**src/rtl/multicycle_control.sv**
```systemverilog
// Moore control FSM for the multicycle MIPS datapath: decodes the latched opcode
// and sequences every datapath enable, one state per clock.
module multicycle_control (
  input  logic       Clk,
  input  logic       Reset,
  input  logic [5:0] Op,
  output logic       PCWrite,
  output logic       PCWriteCond,
  output logic       IorD,
  output logic       MemRead,
  output logic       MemWrite,
  output logic       IRWrite,
  output logic       MemtoReg,
  output logic       RegDst,
  output logic       RegWrite,
  output logic       ALUSrcA,
  output logic [1:0] ALUSrcB,
  output logic [1:0] ALUOp,
  output logic [1:0] PCSource,
  output logic [3:0] State
);

  localparam logic [5:0] OP_RTYPE = 6'h00;
  localparam logic [5:0] OP_LW    = 6'h23;
  localparam logic [5:0] OP_SW    = 6'h2B;
  localparam logic [5:0] OP_BEQ   = 6'h04;
  localparam logic [5:0] OP_J     = 6'h02;
  localparam logic [5:0] OP_ADDI  = 6'h08;

  typedef enum logic [3:0] {
    FETCH   = 4'd0,
    DECODE  = 4'd1,
    MEM_ADR = 4'd2,
    MEM_RD  = 4'd3,
    MEM_WB  = 4'd4,
    MEM_WR  = 4'd5,
    EXEC    = 4'd6,
    ALU_WB  = 4'd7,
    BRANCH  = 4'd8,
    JUMP    = 4'd9,
    ADDI_EX = 4'd10,
    ADDI_WB = 4'd11
  } state_t;

  state_t state_q, state_d;

  // NOTE: sequential state uses non-blocking assignment so every flop samples
  // pre-edge values; blocking here would create simulation/synthesis races.
  always_ff @(posedge Clk) begin
    if (Reset) state_q <= FETCH;
    else       state_q <= state_d;
  end

  // Op is only consulted in DECODE and MEM_ADR; later states ignore it.
  always_comb begin
    // NOTE: default assigned first so no path leaves state_d unassigned,
    // which would otherwise infer a latch.
    state_d = FETCH;
    unique case (state_q)
      FETCH:   state_d = DECODE;
      DECODE: begin
        case (Op)
          OP_LW, OP_SW: state_d = MEM_ADR;
          OP_RTYPE:     state_d = EXEC;
          OP_BEQ:       state_d = BRANCH;
          OP_J:         state_d = JUMP;
          OP_ADDI:      state_d = ADDI_EX;
          default:      state_d = FETCH;
        endcase
      end
      MEM_ADR: begin
        if (Op == OP_LW)      state_d = MEM_RD;
        else if (Op == OP_SW) state_d = MEM_WR;
        else                  state_d = FETCH;
      end
      MEM_RD:  state_d = MEM_WB;
      EXEC:    state_d = ALU_WB;
      ADDI_EX: state_d = ADDI_WB;
      default: state_d = FETCH;
    endcase
  end

  always_comb begin
    PCWrite     = 1'b0;
    PCWriteCond = 1'b0;
    IorD        = 1'b0;
    MemRead     = 1'b0;
    MemWrite    = 1'b0;
    IRWrite     = 1'b0;
    MemtoReg    = 1'b0;
    RegDst      = 1'b0;
    RegWrite    = 1'b0;
    ALUSrcA     = 1'b0;
    ALUSrcB     = 2'b00;
    ALUOp       = 2'b00;
    PCSource    = 2'b00;
    case (state_q)
      FETCH: begin
        MemRead = 1'b1;
        IRWrite = 1'b1;
        ALUSrcB = 2'b01;
        PCWrite = 1'b1;
      end
      DECODE:  ALUSrcB = 2'b11;
      MEM_ADR, ADDI_EX: begin
        ALUSrcA = 1'b1;
        ALUSrcB = 2'b10;
      end
      MEM_RD: begin
        MemRead = 1'b1;
        IorD    = 1'b1;
      end
      MEM_WB: begin
        MemtoReg = 1'b1;
        RegWrite = 1'b1;
      end
      MEM_WR: begin
        MemWrite = 1'b1;
        IorD     = 1'b1;
      end
      EXEC: begin
        ALUSrcA = 1'b1;
        ALUOp   = 2'b10;
      end
      ALU_WB: begin
        RegDst   = 1'b1;
        RegWrite = 1'b1;
      end
      BRANCH: begin
        ALUSrcA     = 1'b1;
        ALUOp       = 2'b01;
        PCWriteCond = 1'b1;
        PCSource    = 2'b01;
      end
      JUMP: begin
        PCWrite  = 1'b1;
        PCSource = 2'b10;
      end
      ADDI_WB: RegWrite = 1'b1;
      default: ;
    endcase

    // Reset gates the state-changing enables in the same cycle, so an
    // instruction aborted mid-flight cannot write memory or the PC at this edge.
    if (Reset) begin
      PCWrite     = 1'b0;
      PCWriteCond = 1'b0;
      IRWrite     = 1'b0;
      MemRead     = 1'b0;
      MemWrite    = 1'b0;
      RegWrite    = 1'b0;
    end
  end

  assign State = state_q;

endmodule
```
**config.mk**
```make
export PLATFORM = sky130hd
export DESIGN_NAME = multicycle_control
export DESIGN_NICKNAME = d
export VERILOG_FILES = /design/src/rtl/multicycle_control.sv
export SDC_FILE = /design/constraint.sdc
export NUM_CORES = 1
export LEC_CHECK = 0
export BUFFER_PORTS_ARGS = -buffer_cell sky130_fd_sc_hd__buf_4
export CAP_MARGIN = 20
export CORE_AREA = 2 2 39 41
export DETAILED_ROUTE_END_ITERATION = 12
export DIE_AREA = 0 0 41 43
export PLACE_DENSITY = 0.68
export SLEW_MARGIN = 30
export SYNTH_ARGS = -nofsm -noshare
export SYNTH_HDL_FRONTEND = slang
export SYNTH_SLANG_ARGS = --single-unit
export TNS_END_PERCENT = 100
```
**constraint.sdc**
```tcl
create_clock -name Clk -period 2.18 [get_ports Clk]
set_clock_uncertainty 0.2 [all_clocks]
set_input_delay 0.109 -clock Clk [delete_from_list [all_inputs] [get_ports Clk]]
set_output_delay 0.109 -clock Clk [all_outputs]
set_load 0.03 [all_outputs]
```
==> impl_summary.md, run 1 <==
Worst setup path
The largest single stage delay on the critical path is between 0.5 and 0.6 ns. The critical path goes through or4b_1 > or4_1 > o221ai_1 > and2_1. The required arrival time at the worst endpoint is between 2 and 2.5 ns. In this run the critical register-to-register path is launched from State[1]. The category of the worst setup path capture point is a flip-flop. Counting cells, the worst reg-to-reg path comes to 4. The flop-to-flop setup slack is around 0.25 ns. The largest fanout on the critical path is 3. The type of origin of the critical path is a flip-flop. The critical path ends at State[2]. For the worst setup path, the data arrival time is roughly 1.9 ns.

In this run the critical register-to-register path is captured at State[2]. The launch point of the critical path is State[1]. Among all stages on the critical path, the largest delay is contributed by sky130_fd_sc_hd__or4b_1.

The worst setup path is of the flip-flop to flip-flop kind.

Drt
The DRC violations left is 0. The total detailed-routing wirelength is about 1400 um. Dividing the detail-routed wire length by the instance count gives roughly 12 um. The number of search-and-repair iterations in the first detailed-routing pass is 4. The routed layout has between 600 and 700 vias. Dividing the detail-routed via count by the number of cells gives approximately 5.5. The number of violations reported at the end of detailed-routing iteration 0 is 9. The remaining antenna violation count after routing is 0.

Cells and area
The count of inserted antenna diode cells is 0. In the layout the commonest cells are sky130_fd_sc_hd__buf_4 (31), sky130_fd_sc_hd__nor2_1 (9), sky130_fd_sc_hd__nand2b_1 (6), sky130_fd_sc_hd__a21oi_1 (5). Registers take 80.08 um^2. The count of fill cells added during filler insertion is roughly 150. Of the cells placed in the final design, the portion with a size suffix greater than 1 is 0.3900. The final cell area excluding filler cells is between 700 and 800 um^2. The number of flip-flops under the largest register name is 4. The area taken by multi-input logic gates is 394.1 um^2.

The area added between synthesis and finish is 58.90%. The library cell used most frequently in the layout, excluding fill and tap cells, is sky130_fd_sc_hd__buf_4. The final layout contains 110 nets.

Die
The floorplan step set the die height to between 40 and 50 um. The die is ~40 um wide. The die footprint is 1763 um^2. In this run the standard cell core region covers between 1000 and 1500 um^2. Pin placement for this block handled 28 I/O pins. The initial core utilization is 0.3454. The cell row count is 14.

Clock tree
The number of gates resized after cts is 0. The number of clock sinks seen by CTS is 4. The clock-pin slew reported for the worst setup and hold paths after clock tree synthesis is ~0.040 ns. The insertion delay to the later sink of the worst-skew pair is between 0.2 and 0.25 ns. Counting along the longest clock path gives a buffer depth of 2. In this run the number of H-tree levels came out at 1. The root cell of the clock tree is sky130_fd_sc_hd__clkbuf_4. Buffers inserted during clock tree synthesis total 3. The CTS tree is done.

Power
The worst voltage drop across the vdd grid is 312.9 uV. The final total power is roughly 260 uW. In this run the static leakage power is between 0.0003 and 0.0004 uW. Dividing total power by cell area gives a power density of roughly 350 nW/um^2.

GRT
The initial antenna violation count is 0. Across every metal layer, demand over resource in global routing totals 0.1888. The first global-routing pass estimated 2263 um of wire. The largest net degree at the start of global routing is 17. After global routing the overflow that remains totals 0.

The number of global-route vias before repair came to roughly 520.

Yosys
The count of distinct cell types in the synthesized netlist is 30. The number of storage elements in the synthesis netlist is 4. Ranked by total cell area, the synthesized netlist is headed by sky130_fd_sc_hd__dfxtp_1 (17%), sky130_fd_sc_hd__nand2b_1 (7.9%), sky130_fd_sc_hd__nor4_1 (7.9%), sky130_fd_sc_hd__nor2_1 (7.1%), sky130_fd_sc_hd__nor3_1 (6.3%). For this run, the register share of the synthesized area comes to 0.1675. Of the post-synthesis cell area, the dominant cell type holds 0.1675. The area of the mapped netlist is roughly 480 um^2.

The average footprint of a synthesized cell is roughly 6.7 um^2. After technology mapping, the gate count stands at slightly above 70. The number of nets produced by synthesis is slightly below 80. The count of warnings emitted by yosys is 0. The biggest area consumer among synthesized cells is sky130_fd_sc_hd__dfxtp_1.

STA
The highest attainable clock frequency is about 520 MHz. Dividing the final minimum period by the clock period gives 0.8868. The total count of max-transition violations in the final report is 0. The time the worst path needs with I/O delays and setup is about 1.9 ns. Measured against its own limit, the worst slew margin works out to 0.7806. Setup repair after global routing left no endpoint under its margin. The total of endpoints with negative setup slack in the final report is 0.

The final worst setup slack is about 0.25 ns. The number of hold violations in the final report is 0. The transition at the pin with the smallest max-transition slack is between 0.3 and 0.4 ns.

Placement
Detailed placement ended at an HPWL of about 1100 um. The number of buffers added on ports is 27. The total cell area at the placement stage is 726.9 um^2. Timing analysis after detailed placement gives a worst setup slack of roughly 0.25 ns. The global placer's final weighted congestion is ~0.87.

Outcome
The flow ran to the end, and the final reports show no timing, DRC or antenna violations.

Flow run
The reported max-cap violation count is 0.

Worst hold path
The type of the most critical hold path is primary input to flip-flop.
-- through the flow --
stage	utilization	hold WS, ns	setup TNS [ns]	instances
global route	0.5488	0.05545	0	116
CTS	0.5488	0.01651	0	116
global placement	0.5253	0.2123	0	112
finish	0.5488	0.02769	0	116
floorplan	-	0.04226	-0.08811	71
detailed placement	0.5253	0.2191	0	112
-- power breakdown --
| part | total [uW] | internal (uW) | switching (uW) |
|---|---|---|---|
| Combinational | 97.4 | 40.3 | 57.1 |
| Clock | 88.2 | 61.3 | 26.9 |
| Sequential | 76.5 | 75.7 | 0.807 |
| Total | 262 | 177 | 84.8 |
-- layout make-up --
cell class	instances	share of cell area
sequential	4	0.1054
multi-input combinational	61	0.5189
clock buffer	3	0.02965
timing repair buffer	32	0.3196
tap	16	0.02636
-- cells in the mapped netlist --
cell type and n:
sky130_fd_sc_hd__or4b_1 1, sky130_fd_sc_hd__o221ai_1 1, sky130_fd_sc_hd__a211oi_1 2, sky130_fd_sc_hd__xor2_1 2, sky130_fd_sc_hd__or4_1 1, sky130_fd_sc_hd__o21ai_0 2, sky130_fd_sc_hd__nor3b_1 1, sky130_fd_sc_hd__nor4_1 6
sky130_fd_sc_hd__o211ai_1 1, sky130_fd_sc_hd__nand4_1 1, sky130_fd_sc_hd__nor2_1 9, sky130_fd_sc_hd__nand3_1 1, sky130_fd_sc_hd__nand2b_1 6, sky130_fd_sc_hd__a211o_1 1, sky130_fd_sc_hd__buf_4 1, sky130_fd_sc_hd__or3_1 1
sky130_fd_sc_hd__a21oi_1 5, sky130_fd_sc_hd__maj3_1 1, sky130_fd_sc_hd__or2_2 1, sky130_fd_sc_hd__nor3_1 6, sky130_fd_sc_hd__nand2_1 2, sky130_fd_sc_hd__o32ai_1 1, sky130_fd_sc_hd__clkbuf_1 5, sky130_fd_sc_hd__and2_1 2
sky130_fd_sc_hd__xnor2_1 2, sky130_fd_sc_hd__nor2b_1 2, sky130_fd_sc_hd__dfxtp_1 4, sky130_fd_sc_hd__or2_1 1, sky130_fd_sc_hd__and3_1 1, sky130_fd_sc_hd__o311a_1 1
-- critical path: cells and delay by family, from the launching register on --
| kind | cells | cell delay (ns) |
|---|---|---|
| simple gates | 3 | 1.19 |
| flops | 1 | 0.29 |
| compound gates | 1 | 0.19 |
-- per-layer routing --
layer	GRT usage	routed length, um	vias to the layer above
met3	0.03141	85	0
met4	0.1000	0	0
li1	-	-	323
met1	0.2572	653	292
met2	0.2719	710	20
met5	0	0	-
-- worst min-delay path by stage --
| stage | from | endpoint | slack [ns] | cells past startpoint |
|---|---|---|---|---|
| 2_1_floorplan | Op[1] | State[0] | 0.04 | 2 |
| 3_3_place_gp | Op[1] | State[0] | 0.21 | 3 |
| 3_5_place_dp | Op[1] | State[0] | 0.22 | 3 |
| 4_1_cts | Op[3] | State[0] | 0.02 | 4 |
| 5_1_grt | Op[3] | State[0] | 0.06 | 4 |
| 6_report | Op[4] | State[1] | 0.03 | 4 |
-- timing repair --
item / 4_1_cts / 5_1_grt
buffers inserted: 0 / 0
hold endpoints to repair: 1 / 0
hold buffers: 1 / 0
-- cell families after synthesis --
logic type,Yosys count,synth area share
AND/OR/NAND/NOR,42,0.4870
XOR/XNOR,4,0.07331
buffers and inverters,6,0.05498
flip-flops,4,0.1675
adder cells (fa/ha/maj),1,0.02094
AO/OA/AOI/OAI,14,0.1963
(Power assumes the default switching activity.)
==> inputs of run 2 (changes only) <==
Settings changed: RECOVER_POWER from default to 50, SKIP_LAST_GASP from default to 1.
==> run 2 against run 1 <==
Compared with the run above:
- maximum frequency is essentially flat
- hold slack is essentially flat
- core utilization down 2.3 points
- register-to-register slack barely moved
- largest cell class unchanged
==> impl_summary.md, run 2 (synthesis results as in run 1) <==
STA
The number of hold violations in the final report came to 0 (unchanged). The total count of max-transition violations in the final report came to 0 (unchanged). The post-route setup TNS is 0 ns (unchanged). The total of endpoints with negative setup slack in the final report was 0 (unchanged).

The time the worst path needs with I/O delays and setup is 1.931 ns (-0.001924 ns). The tightest slew margin relative to the limit is 0.7436 (-0.03704). Setup repair after global routing left no endpoint under its margin. The transition at the pin with the smallest max-transition slack is 0.3863 ns (+0.06021 ns). The highest attainable clock frequency was 517.8 MHz (about the same). The ratio of final minimum period to clock period is 0.8859 (about the same). The worst hold slack across all endpoints was 0.02758 ns (-0.0001125 ns).

Cells and area
The top cell types in the final layout, fill and taps aside, are sky130_fd_sc_hd__buf_4 (24), sky130_fd_sc_hd__nor2_1 (9), sky130_fd_sc_hd__clkbuf_1 (7), sky130_fd_sc_hd__nand2b_1 (6). The fraction of final layout cells sized beyond drive strength 1 is 0.3100 (-0.08000). The most common cell after layout, fill and taps aside is sky130_fd_sc_hd__buf_4. The number of flip-flops under the largest register name came to 4 (unchanged). The final cell area excluding filler cells is 728.2 um^2 (-4.1%). The count of inserted antenna diode cells is 0 (unchanged). The area added between synthesis and finish is 52.36%. The number of nets in the finished design is 110 (unchanged).

The core utilization of the finished layout was 0.5262 (-0.02260).

GRT
The largest net degree at the start of global routing is 17 (unchanged). The aggregate global-route resource usage is 0.1888 (unchanged). The global-route track usage on met1 was 0.2572 (unchanged). The wire length of the first global-routing pass is 2263 um (unchanged). The fraction of met2 tracks used by global routing is 0.2719 (unchanged). In this run the most used layer during global routing was met2. The number of global-route vias before repair was 524 (unchanged). The initial antenna violation count came to 0 (unchanged). The met3 demand-to-capacity share in global routing is 0.03141 (unchanged). The remaining global-route overflow came to 0 (unchanged).

Clock tree
The count of buffers added by post-CTS timing repair for setup is 0 (unchanged). The number of CTS-inserted buffers is 3 (unchanged). The CTS tree is done.

The insertion delay to the later sink of the worst-skew pair is 0.23 ns (about the same). The clock-pin slew reported for the worst setup and hold paths after clock tree synthesis is 0.04 ns (about the same). The total of hold buffers inserted after clock tree synthesis is 1 (unchanged).

The total number of H-tree levels is 1 (unchanged). The largest buffer count on any clock path is 2 (unchanged). In this run the clock root is driven by a sky130_fd_sc_hd__clkbuf_4. The number of clock sinks seen by CTS is 4 (unchanged). The number of gates resized after cts came to 0 (unchanged).

Power
The final total power is 259.7 uW (-0.92%). The worst voltage drop across the vdd grid came to 312.9 uV (about the same). The leakage power of the design is 0.0002891 uW (-9.8%). The power density of the placed cells was 356.7 nW/um^2 (+3.3%).

Drt
The DRC violations left is 0 (unchanged). The total detailed-routing wirelength is 1464 um (+1.0%). The via count normalized by instance count came to 5.491 (+0.31%). The number of search-and-repair iterations in the first detailed-routing pass is 4 (unchanged). The remaining antenna violation count after routing is 0 (unchanged). The number of violations reported at the end of detailed-routing iteration 0 is 7 (-2). The routed length per placed instance is 12.62 um (+1.0%). The routed via count is 637 (+0.31%).

Worst setup path
The largest fanout on the critical path came to 3 (unchanged). STA classifies the critical path startpoint as a flip-flop. The worst-case reg-to-reg path depth is 4 (unchanged). The required arrival time at the worst endpoint is 2.15 ns (about the same). The data arrival time of the critical path came to 1.91 ns (about the same).

The category of the worst setup path capture point is a flip-flop. The critical path start-end classification is flip-flop to flip-flop.

Outcome
The flow ran to the end, and the final reports show no timing, DRC or antenna violations.

Flow run
The reported max-cap violation count is 0 (unchanged).

Die
The cell row count is 14 (unchanged). The initial core utilization was 0.3454 (unchanged). The height of the die came to 43 um (unchanged).

The core area is 1384 um^2 (unchanged). The number of top-level design ports was 28 (unchanged). The die footprint came to 1763 um^2 (unchanged). The die span in x came to 41 um (unchanged).

Worst hold path
The number of cells on the worst hold path is 4 (unchanged). The tightest min-delay check is of the primary input to flip-flop type.

Placement
The global placer's final weighted congestion is 0.8690 (unchanged). The HPWL after detailed placement is 1081 um (unchanged). The number of buffers added on ports came to 27 (unchanged). The total cell area at the placement stage is 726.9 um^2 (unchanged).
[run 2: cell types whose count changed in the layout (fill, tap and decap cells not counted), sizes merged]
cell / before / now
buf: 31 / 24
clkbuf: 3 / 10
[run 2: stage by stage]
stage                     worst slack [ns]  cells
after floorplan                   -0.04405     71
after global placement              0.3177    112
after detailed placement            0.2535    112
after CTS                           0.2471    116
after global routing                0.2014    116
final                               0.2488    116
[run 2: where the power goes]
| group | switching [uW] | internal, uW | leakage (uW) | total [uW] |
|---|---|---|---|---|
| logic | 56.6 | 38.3 | 0.000243 | 94.9 |
| clock network | 26.9 | 61.3 | 0.0000138 | 88.2 |
| registers | 0.809 | 75.7 | 0.0000326 | 76.5 |
[run 2: layout make-up]
| class | instances | area (um^2) |
|---|---|---|
| flip-flops and latches | 4 | 80.08 |
| repair buffers | 32 | 216.5 |
| clock buffers | 3 | 22.52 |
| fillers | 162 | 655.6 |
| multi-input cells | 61 | 389.1 |
| well taps | 16 | 20.02 |
[run 2: final timing paths]
check / to / slack, ns / start
setup / recovery: State[2] / 0.25 / State[1]
hold / removal: State[1] / 0.03 / Op[4]
hold reg to reg: State[0] / 0.48 / State[1]
setup reg to reg: State[2] / 0.25 / State[1]
[run 2: routing by layer]
metal	vias up	routed length, um
li1	327	-
met1	288	635
met2	22	722
met3	0	105
met4	0	0
met5	-	0
[run 2: worst max-delay path: stages, from the launching register on]
cell	delay, ns
sky130_fd_sc_hd__dfxtp_1	0.29
sky130_fd_sc_hd__or4b_1	0.55
sky130_fd_sc_hd__or4_1	0.49
sky130_fd_sc_hd__o221ai_1	0.19
sky130_fd_sc_hd__and2_1	0.15
